--- src/rtl/router_ctrl.sv ---
// -----------------------------------------------------------------------------
// router_ctrl
// Control unit of the 1x3 packet router. A Moore FSM sequences the byte
// register stage (header hold, payload load, full-hold, parity). It latches
// the destination address from the header byte and steers the write enable
// to one of three output FIFOs. Each output port has its own timeout
// counter. If a port shows valid data that is not read for TIMEOUT cycles,
// that port receives a one-cycle soft_reset flush pulse.
//
// Optional feature (macro ROUTER_ADDR_CHECK_EN):
//   defined   - a header with address 3 moves the FSM to DROP. Bytes are
//               discarded until pkt_valid falls.
//   undefined - address 3 is ignored. The FSM stays in DA and re-decodes
//               each following byte as a header candidate.
//
// Parameters:
//   TIMEOUT  unread-valid cycles before soft_reset pulses (default 30)
//   CW       width of each timeout counter, 2**CW >= TIMEOUT
//
// Ports:
//   clk            clock; all state changes on the rising edge
//   rst            synchronous reset, active-low
//   pkt_valid      packet-valid from the source
//   data_in[1:0]   address field of the header byte
//   parity_done    parity byte captured (from register stage)
//   low_pkt_valid  packet ended while the FSM was held (from register stage)
//   full[2:0]      per-FIFO full flags
//   empty[2:0]     per-FIFO empty flags
//   read_enb[2:0]  per-port read strobes from the destinations
//   detect_add, lfd_state, ld_state, laf_state, full_state, rst_int_reg
//                  state strobes to the register stage
//   write_enb_reg  byte-write qualifier
//   busy           back-pressure to the source
//   fifo_full      full flag of the currently addressed FIFO
//   write_enb[2:0] one-hot FIFO write enable
//   vld_out[2:0]   per-port data valid (the inverse of empty)
//   soft_reset[2:0] registered one-cycle per-FIFO flush pulse
// -----------------------------------------------------------------------------
module router_ctrl #(
   parameter int TIMEOUT = 30,
   parameter int CW      = 5
) (
   input  logic       clk,
   input  logic       rst,
   input  logic       pkt_valid,
   input  logic [1:0] data_in,
   input  logic       parity_done,
   input  logic       low_pkt_valid,
   input  logic [2:0] full,
   input  logic [2:0] empty,
   input  logic [2:0] read_enb,
   output logic       detect_add,
   output logic       lfd_state,
   output logic       ld_state,
   output logic       laf_state,
   output logic       full_state,
   output logic       rst_int_reg,
   output logic       write_enb_reg,
   output logic       busy,
   output logic       fifo_full,
   output logic [2:0] write_enb,
   output logic [2:0] vld_out,
   output logic [2:0] soft_reset
);

   typedef enum logic [3:0] {
      S_DA  = 4'd0,
      S_LFD = 4'd1,
      S_LD  = 4'd2,
      S_FFS = 4'd3,
      S_LAF = 4'd4,
      S_LP  = 4'd5,
      S_CPE = 4'd6,
      S_WTE = 4'd7
`ifdef ROUTER_ADDR_CHECK_EN
      ,S_DROP = 4'd8
`endif
   } state_t;

   state_t     state_reg, state_next;
   logic [1:0] addr_reg;

   // The vectors are padded to 4 bits so that a 2-bit address can index any
   // code without an out-of-range select. Address 3 then reads as 0.
   logic [3:0] full_pad, empty_pad, soft_pad;

   assign full_pad  = {1'b0, full};
   assign empty_pad = {1'b0, empty};
   assign soft_pad  = {1'b0, soft_reset};

   assign vld_out   = ~empty;
   assign fifo_full = full_pad[addr_reg];
   assign write_enb = write_enb_reg ? (3'b001 << addr_reg) : 3'b000;

   // ------------------------------------------------------------------
   // State and address registers
   // ------------------------------------------------------------------
   always_ff @(posedge clk) begin
      if (!rst) begin
         state_reg <= S_DA;
         addr_reg  <= 2'd0;
      end else begin
         state_reg <= state_next;
         if (state_reg == S_DA && pkt_valid && data_in != 2'b11)
            addr_reg <= data_in;
      end
   end

   // ------------------------------------------------------------------
   // Next-state logic
   // ------------------------------------------------------------------
   always_comb begin
      state_next = state_reg;
      case (state_reg)
         S_DA: begin
            if (pkt_valid && data_in != 2'b11)
               state_next = empty_pad[data_in] ? S_LFD : S_WTE;
`ifdef ROUTER_ADDR_CHECK_EN
            else if (pkt_valid)
               state_next = S_DROP;
`endif
         end
         S_LFD: state_next = S_LD;
         S_LD: begin
            // If full and the end of the packet arrive together, full wins.
            if (fifo_full)
               state_next = S_FFS;
            else if (!pkt_valid)
               state_next = S_LP;
         end
         S_FFS: if (!fifo_full) state_next = S_LAF;
         S_LAF: begin
            if (parity_done)
               state_next = S_DA;
            else if (low_pkt_valid)
               state_next = S_LP;
            else
               state_next = S_LD;
         end
         S_LP:  state_next = S_CPE;
         S_CPE: state_next = fifo_full ? S_FFS : S_DA;
         S_WTE: if (empty_pad[addr_reg]) state_next = S_LFD;
`ifdef ROUTER_ADDR_CHECK_EN
         S_DROP: if (!pkt_valid) state_next = S_DA;
`endif
         default: state_next = S_DA;
      endcase

      // A flush of the FIFO this packet targets aborts the packet.
      if (state_reg != S_DA && soft_pad[addr_reg])
         state_next = S_DA;
   end

   // ------------------------------------------------------------------
   // Moore output decode
   // ------------------------------------------------------------------
   always_comb begin
      detect_add    = (state_reg == S_DA);
      lfd_state     = (state_reg == S_LFD);
      ld_state      = (state_reg == S_LD);
      laf_state     = (state_reg == S_LAF);
      full_state    = (state_reg == S_FFS);
      rst_int_reg   = (state_reg == S_CPE);
      write_enb_reg = (state_reg == S_LD) || (state_reg == S_LAF) ||
                      (state_reg == S_LP);
      busy          = (state_reg == S_LFD) || (state_reg == S_FFS) ||
                      (state_reg == S_LAF) || (state_reg == S_LP)  ||
                      (state_reg == S_CPE) || (state_reg == S_WTE);
   end

   // ------------------------------------------------------------------
   // Per-port read timeout
   // ------------------------------------------------------------------
   generate
      for (genvar gi = 0; gi < 3; gi++) begin : g_timeout
         logic [CW-1:0] cnt_reg;
         logic          soft_reg;

         always_ff @(posedge clk) begin
            if (!rst) begin
               cnt_reg  <= '0;
               soft_reg <= 1'b0;
            end else if (!vld_out[gi] || read_enb[gi]) begin
               // A read on the terminal-count cycle also suppresses the pulse.
               cnt_reg  <= '0;
               soft_reg <= 1'b0;
            end else if (cnt_reg == CW'(TIMEOUT - 1)) begin
               cnt_reg  <= '0;
               soft_reg <= 1'b1;
            end else begin
               cnt_reg  <= cnt_reg + 1'b1;
               soft_reg <= 1'b0;
            end
         end

         assign soft_reset[gi] = soft_reg;
      end
   endgenerate

endmodule

--- config.mk ---
export PLATFORM = sky130hd
export DESIGN_NAME = router_ctrl
export DESIGN_NICKNAME = d
export VERILOG_FILES = /design/src/rtl/router_ctrl.sv
export SDC_FILE = /design/constraint.sdc
export NUM_CORES = 1
export LEC_CHECK = 0
export ABC_AREA = 1
export BUFFER_PORTS_ARGS = -buffer_cell sky130_fd_sc_hd__buf_4
export CAP_MARGIN = 20
export CORE_ASPECT_RATIO = 1.75
export CORE_MARGIN = 8
export CORE_UTILIZATION = 46
export DETAILED_ROUTE_END_ITERATION = 10
export PLACE_DENSITY = 0.85
export SKIP_LAST_GASP = 1
export SYNTH_ARGS = -nofsm -noshare
export SYNTH_HDL_FRONTEND = slang
export SYNTH_SLANG_ARGS = --single-unit
--- constraint.sdc ---
create_clock -name clk -period 1.4 [get_ports clk]
set_clock_uncertainty 0.2 [all_clocks]
set_input_delay 0.21 -clock clk [delete_from_list [all_inputs] [get_ports clk]]
set_output_delay 0.21 -clock clk [all_outputs]
set_load 0.01 [all_outputs]
==> results of run 1 <==
==> critical path: stages, from the launching register on <==
cell     delay [ns]
dfxtp_4        0.38
buf_6          0.13
nand3_4        0.08
nand3_4        0.08
buf_4          0.16
nand2_1        0.10
nand2_2        0.09
nor2_4         0.15
nand2_1        0.07
nand2_1        0.05
nor2_1         0.03
==> layer usage <==
layer | global-route usage (%) | share of wire, % | vias to the layer above
met5 | 0 | 0 | -
met4 | 8.79 | 5.4 | 0
met3 | 4.10 | 5.8 | 26
met2 | 32.8 | 55 | 72
met1 | 13.0 | 34 | 715
li1 | - | - | 738
==> worst max-delay path by stage <==
stage | from | depth (start not counted) | end
floorplan | state_reg[0] | 5 | write_enb[0]
global placement | state_reg[1] | 10 | state_reg[2]
detailed placement | state_reg[1] | 10 | state_reg[2]
CTS | state_reg[2] | 6 | write_enb[2]
global route | state_reg[0] | 6 | write_enb[2]
finish | addr_reg[0] | 10 | state_reg[2]
==> power by group through the flow <==
stage | sequential, mW | combinational, mW | clock, mW
6_report | 0.853 | 1.95 | 0.398
5_1_grt | 0.860 | 2.06 | 0.427
4_1_cts | 0.830 | 1.63 | 0.408
3_5_place_dp | 0.805 | 1.29 | 0
3_3_place_gp | 0.801 | 1.27 | 0
2_1_floorplan | 0.770 | 0.718 | 0
==> cell type report <==
type	count	area (um2)
Clock buffer	4	45.0
Fill cell	188	578
Inverter	31	124
Multi-Input combinational cell	128	880
Sequential cell	23	483
Tap cell	27	33.8
Timing Repair Buffer	71	578
==> timing repair <==
item                                    4_1_cts  5_1_grt
endpoints found under the setup margin       16       32
hold endpoints to repair                      3        0
gates cloned                                  0        0
hold buffers                                  6        0
gates resized for setup                      37       45
setup buffers                                 6        4
pin swaps                                     7       10
==> cell usage in the layout, fill, tap and decap left out, drive strengths merged, types with 6 or more instances in the layout <==
cell type and instances:
o21ai 7, inv 31, nand2 35, dfxtp 23, nor2 28, a21oi 11
nor3 6, ha 6, nand3 19, buf 65, dlygate4sd3 6
==> logic make-up (layout without fill, tap and decap cells) <==
logic type	after synthesis	after routing	share of synthesized area, %
AOI/OAI and AO/OA	19	19	7.32
DFF	23	23	35.0
adders and majority gates	6	6	5.70
xor gates and xnor gates	3	3	2.00
and+or+nand+nor	100	100	36.9
buffers and inverters	37	106	13.1
==> per-stage QoR <==
step                setup TNS (ns)  area (um2)  hold WS [ns]  instances
floorplan                   -0.101        1320        0.0864        188
global placement            -0.289        1730         0.182        266
detailed placement          -0.408        1730         0.188        266
CTS                          -1.82        2000        0.0289        282
global route                 -3.16        2140        0.0346        284
finish                       -2.27        2140        0.0329        284
==> results.cfg, run 1 <==
[floorplanning]
die_h_um = 86.8
die_area_um2 = 4900
core-area_um2 = 2720
start_util_pct = 48.4
die_x_um = 56.4
rows = 25
io_pins = 34

[pwr]
swShare_pct = 40.5
combPwrFrac_pct = 60.9
seqPwrFrac_pct = 26.7
p_total_mw = 3.20
peakVddDrop_uv = 1130
p_clk_share_pct = 12.4
p_switching_mw = 1.30
power_leakage_nw = 1.04
p_per_area_nw_per_um2 = 1490
internal-power_mw = 1.90

[route]
routed_wl_um = 4590
wl_per_cell_um = 16.2
vias = 1551
drc_errors = 0
vias_per_cell = 5.46
drtIter0Drc = 33
firstDrtPassIters = 4
drtAntennaViolNets = 0

[critical_path]
startpoint_type = flip-flop
critPathArrivalTime_ns = 1.58
critPathMaxFanout = 7
cp-end-kind = flip-flop
crit-reg2reg-launch = addr_reg[0]
r2r_slack_ns = -0.22
reg2reg_to = state_reg[2]
worstRegToRegCells = 10
crit_type = reg -> reg
crit_required_ns = 1.36

[grt]
grt_usage_pct = 16.1
grt_pass1_wl_um = 6530
gr-total-overflow = 0
antenna_found_initial = 0
grt_pass1_vias = 1587
grt_max_degree = 13

[final_layout]
final_layout_size_suffix_gt1_share_pct = 51.0
area.growth.synth_to_final_pct = 62.8
largest_reg_flops = 15
fin_nets = 280
fin_util_pct = 78.8
n_antenna_cell = 0

[sta]
hold_violations = 0
clock.fmax_mhz = 617
slew_headroom_pct = 72.4
setup_viol = 16
fin_ws_ns = -0.221
rsz0062_at_grt = true
tightestPinTransition_ns = 0.415
layout_worst_path_cycle_share_pct = 116
period_needed_ns = 1.62
finalMaxSlewViolations = 0

[clocking]
worstSkewPairLatency_ns = 0.26
cts_max_level = 1
cts_made_buffers = 3
tritoncts = done
cts-root-buf = clkbuf_8
cts_num_sinks = 23
path_clk_slew_ns = 0.08
cts.path.max_buffers = 2

[yosys]
async_flop_share_pct = 0
synth_top_flop_cell = dfxtp_1
synth.avg_cell_area_um2 = 7.00
syn_area_um2 = 1320
synth_top_cell_by_area = dfxtp_1
syn_nets = 210
synth_edf_count = 0
synth-seq-area-share_pct = 35.0
synth_cell_types = 25
ys_ff_latch = 23
synthTopCellsByArea = dfxtp_1, nand2_1, inv_1
syn_inst = 188
ys_warn_count = 0
synthTopCellsByCount = nand2_1, inv_1, nor2_1
netlist.area_leader.share_pct = 35.0
yosys.cell_count.top_type = nand2_1

[worst_hold_path]
whs_endpoint = addr_reg[1]
hold_path.class = in -> reg
hold_start = rst
hold_depth = 3

[job]
maxCapViolations = 0

[status]
violations = setup timing
status = complete, but fails checks

[placement]
gp_congestion = 0.956
port_buffers = 33
pre_cts_ws_ns = -0.0990
hpwl_um = 2840
Note: power is estimated with default switching activity, not from simulation.
==> inputs of run 2 (changes only) <==
Settings changed: BUFFER_PORTS_ARGS -buffer_cell sky130_fd_sc_hd__buf_4 to -buffer_cell sky130_fd_sc_hd__clkbuf_2.
==> results.cfg, run 2 (same netlist as run 1, synthesis figures left out) <==
[final_layout]
n_antenna_cell = 0
layout_common_cells = nand2_1, buf_4, clkbuf_2, inv_1, nor2_1
fin_cells = 284
fin_nets = 280
final_layout_size_suffix_gt1_share_pct = 47.5
area.growth.synth_to_final_pct = 56.9
design_area_um2 = 2070
largest_reg_flops = 15

[clocking]
cts_max_level = 1
tritoncts = done
cts_num_sinks = 23
cts-root-buf = clkbuf_8
cts.path.max_buffers = 2
path_clk_slew_ns = 0.08
cts_made_buffers = 3
worstSkewPairLatency_ns = 0.26

[pwr]
p_total_mw = 3.10
power_leakage_nw = 1.02
internal-power_mw = 1.84
p_per_area_nw_per_um2 = 1500
swShare_pct = 40.5
combPwrFrac_pct = 59.4
seqPwrFrac_pct = 27.6
p_clk_share_pct = 13.1
p_switching_mw = 1.25
peakVddDrop_uv = 740

[floorplanning]
start_util_pct = 48.4
io_pins = 34
core-area_um2 = 2720
die_x_um = 56.4
die_area_um2 = 4900
die_h_um = 86.8
rows = 25

[placement]
pre_cts_ws_ns = -0.127
gp_congestion = 0.913
hpwl_um = 2690
postPlaceCellArea_um2 = 1600
port_buffers = 33
dp.cells = 260

[route]
drtAntennaViolNets = 0
firstDrtPassIters = 4
vias_per_cell = 5.48
drc_errors = 0
drtIter0Drc = 48
vias = 1557
routed_wl_um = 4400
wl_per_cell_um = 15.5

[grt]
grt_max_degree = 13
grt_pass1_vias = 1548
grt_usage_pct = 15.6
grt_pass1_wl_um = 6420
antenna_found_initial = 0
gr-total-overflow = 0

[critical_path]
crit-reg2reg-launch = addr_reg[0]
r2r_slack_ns = -0.21
critPathMaxFanout = 4
crit_type = reg -> out
worstRegToRegCells = 9
startpoint_type = flip-flop
critPathArrivalTime_ns = 1.26
crit_required_ns = 0.99
reg2reg_to = state_reg[2]
cp-end-kind = output pin

[sta]
fin_ws_ns = -0.274
slew_headroom_pct = 79.9
finalMaxSlewViolations = 0
hold_ws_ns = 0.0518
layout_worst_path_cycle_share_pct = 120
rsz0062_at_grt = true
period_needed_ns = 1.67
clock.fmax_mhz = 597
hold_violations = 0
tightestPinTransition_ns = 0.301
setup_viol = 17

[worst_hold_path]
whs_endpoint = addr_reg[1]
hold_start = rst
hold_path.class = in -> reg
hold_depth = 3

[status]
status = complete, but fails checks
violations = setup timing

[job]
maxCapViolations = 0
-- run 2: worst max-delay path by stage --
stage                      start           end  slack, ns  cells after the start
finish              state_reg[2]     lfd_state      -0.27                      4
global route        state_reg[2]     lfd_state      -0.33                      4
CTS                 state_reg[2]  write_enb[2]      -0.23                      6
detailed placement   addr_reg[0]  state_reg[2]      -0.13                      9
global placement     addr_reg[0]  state_reg[2]      -0.10                      9
floorplan           state_reg[0]  write_enb[0]      -0.03                      5
-- run 2: cell type report --
class	count	area [um2]
repair buffers	71	529
flip-flops and latches	23	484
fillers	182	656
clock buffers	4	45.0
well taps	27	33.8
inverters	31	131
multi-input cells	128	842
-- run 2: power by group through the flow --
stage               Combinational, mW  Sequential [mW]  Clock [mW]
finish                           1.84            0.854       0.404
global route                     1.98            0.865       0.434
CTS                              1.55            0.843       0.413
detailed placement               1.14            0.799           0
global placement                 1.12            0.798           0
floorplan                       0.718            0.770           0
-- run 2: critical path, stage by stage (launching register included) --
cell	delay, ns
dfxtp_4	0.37
buf_4	0.15
buf_4	0.15
nor3_2	0.18
buf_2	0.16
-- run 2: per-stage QoR --
step | setup TNS [ns] | util [%]
detailed placement | -0.380 | 58.8
global route | -3.77 | 75.9
finish | -2.66 | 75.9
floorplan | -0.101 | -
global placement | -0.279 | 58.8
CTS | -2.42 | 70.8
-- run 2: per-layer routing --
metal	up-vias	global-route usage (%)	part of all wire [%]	routed length (um)
met4	0	8.57	3.6	157
met3	15	3.81	5.0	222
met1	732	13.4	34	1500
met5	-	0	0	0
met2	72	30.8	57	2530
li1	738	-	-	-
-- run 2: timing repair --
action | in CTS | in global routing
resized for setup | 44 | 44
setup buffers | 12 | 5
hold buffers | 6 | 0
pin swaps | 10 | 11
endpoints found under the setup margin | 16 | 27
hold endpoints to repair | 3 | 0
==> inputs of run 3 (changes only) <==
Settings changed: RECOVER_POWER set to 50.
==> results.cfg, run 3 (same netlist as run 1, synthesis figures left out) <==
[status]
status = complete, but fails checks
violations = setup timing

[critical_path]
worstRegToRegCells = 9
startpoint_type = flip-flop
critPathArrivalTime_ns = 1.26
crit-reg2reg-launch = addr_reg[0]
crit_required_ns = 0.99
reg2reg_to = state_reg[2]
startpoint = state_reg[2]
crit_type = reg -> out
cp-end-kind = output pin
critPathMaxFanout = 4
r2r_slack_ns = -0.21

[placement]
hpwl_um = 2690
pre_cts_ws_ns = -0.127
port_buffers = 33
gp_congestion = 0.913

[clocking]
path_clk_slew_ns = 0.08
tritoncts = done
worstSkewPairLatency_ns = 0.26
cts-root-buf = clkbuf_8
cts_made_buffers = 3
cts_num_sinks = 23
cts.path.max_buffers = 2
cts_max_level = 1

[worst_hold_path]
whs_endpoint = addr_reg[1]
hold_depth = 3
hold_start = rst
hold_path.class = in -> reg

[grt]
antenna_found_initial = 0
grt_usage_pct = 15.6
gr-total-overflow = 0
grt_max_degree = 13
grt_pass1_vias = 1548
grt_pass1_wl_um = 6420

[route]
drtAntennaViolNets = 0
drc_errors = 0
vias = 1545
drtIter0Drc = 40
firstDrtPassIters = 6
routed_wl_um = 4410
vias_per_cell = 5.44
wl_per_cell_um = 15.5

[job]
maxCapViolations = 0

[sta]
slew_headroom_pct = 79.9
layout_worst_path_cycle_share_pct = 120
rsz0062_at_grt = true
tightestPinTransition_ns = 0.302
hold_violations = 0
finalSetupTns_ns = -2.68
period_needed_ns = 1.67
setup_viol = 17
hold_ws_ns = 0.0540
finalMaxSlewViolations = 0
fin_ws_ns = -0.274
clock.fmax_mhz = 597

[floorplanning]
rows = 25
die_area_um2 = 4900
core-area_um2 = 2720
io_pins = 34
die_x_um = 56.4
die_h_um = 86.8
start_util_pct = 48.4

[pwr]
peakVddDrop_uv = 738
power_leakage_nw = 0.998
seqPwrFrac_pct = 27.6
combPwrFrac_pct = 59.4
p_switching_mw = 1.25
p_per_area_nw_per_um2 = 1510
internal-power_mw = 1.84
p_clk_share_pct = 13.1
swShare_pct = 40.5

[final_layout]
layout_common_cells = nand2_1, buf_4, inv_1, nor2_1, clkbuf_2
final_layout_size_suffix_gt1_share_pct = 44.7
area.growth.synth_to_final_pct = 56.3
n_antenna_cell = 0
fin_nets = 280
largest_reg_flops = 15
fin_util_pct = 75.6
## run 3: cell counts in the layout (fill, tap and decap cells not counted)
No cell type changed its count.
## run 3: worst max-delay path by stage
stage | endpoint | slack [ns] | cells past startpoint
finish | lfd_state | -0.27 | 4
global route | lfd_state | -0.33 | 4
CTS | write_enb[2] | -0.23 | 6
detailed placement | state_reg[2] | -0.13 | 9
global placement | state_reg[2] | -0.10 | 9
floorplan | write_enb[0] | -0.03 | 5
## run 3: per-layer routing
metal	track usage, %	routed length [um]	vias up
li1	-	-	739
met1	13.4	1500	727
met2	30.8	2530	61
met3	3.81	213	18
met4	8.57	166	0
met5	0	0	-
## run 3: final cells by class
type,instances,area (um2)
multi-input combinational,128,842
fill,186,664
timing repair buffer,71,520
sequential,23,484
inverter,31,131
clock buffer,4,45.0
tap,27,33.8
## run 3: power groups by stage
stage                     Sequential [mW]  Clock, mW  Combinational [mW]
after detailed placement            0.799          0                1.14
final                               0.854      0.404                1.84
after global routing                0.865      0.434                1.98
after floorplan                     0.770          0               0.718
after CTS                           0.843      0.413                1.55
after global placement              0.798          0                1.12
## run 3: stage by stage
stage	instance area, um2	power [mW]	std cells
5_1_grt	2060	3.28	284
3_3_place_gp	1600	1.92	260
2_1_floorplan	1320	1.49	188
3_5_place_dp	1600	1.94	260
4_1_cts	1930	2.81	281
6_report	2060	3.10	284
## run 3: critical path: stages, from the launching register on
cell and delay, ns:
dfxtp_4 0.37, buf_4 0.15, buf_4 0.15, nor3_2 0.18
buf_2 0.16
## run 3: timing repair
action                     in CTS  in global routing
cloned                          0                  0
hold buffers                    6                  0
setup endpoints to repair      16                 27
hold endpoints to repair        3                  0
pin swaps                      10                 11
buffers inserted               12                  5
gates resized for setup        44                 44
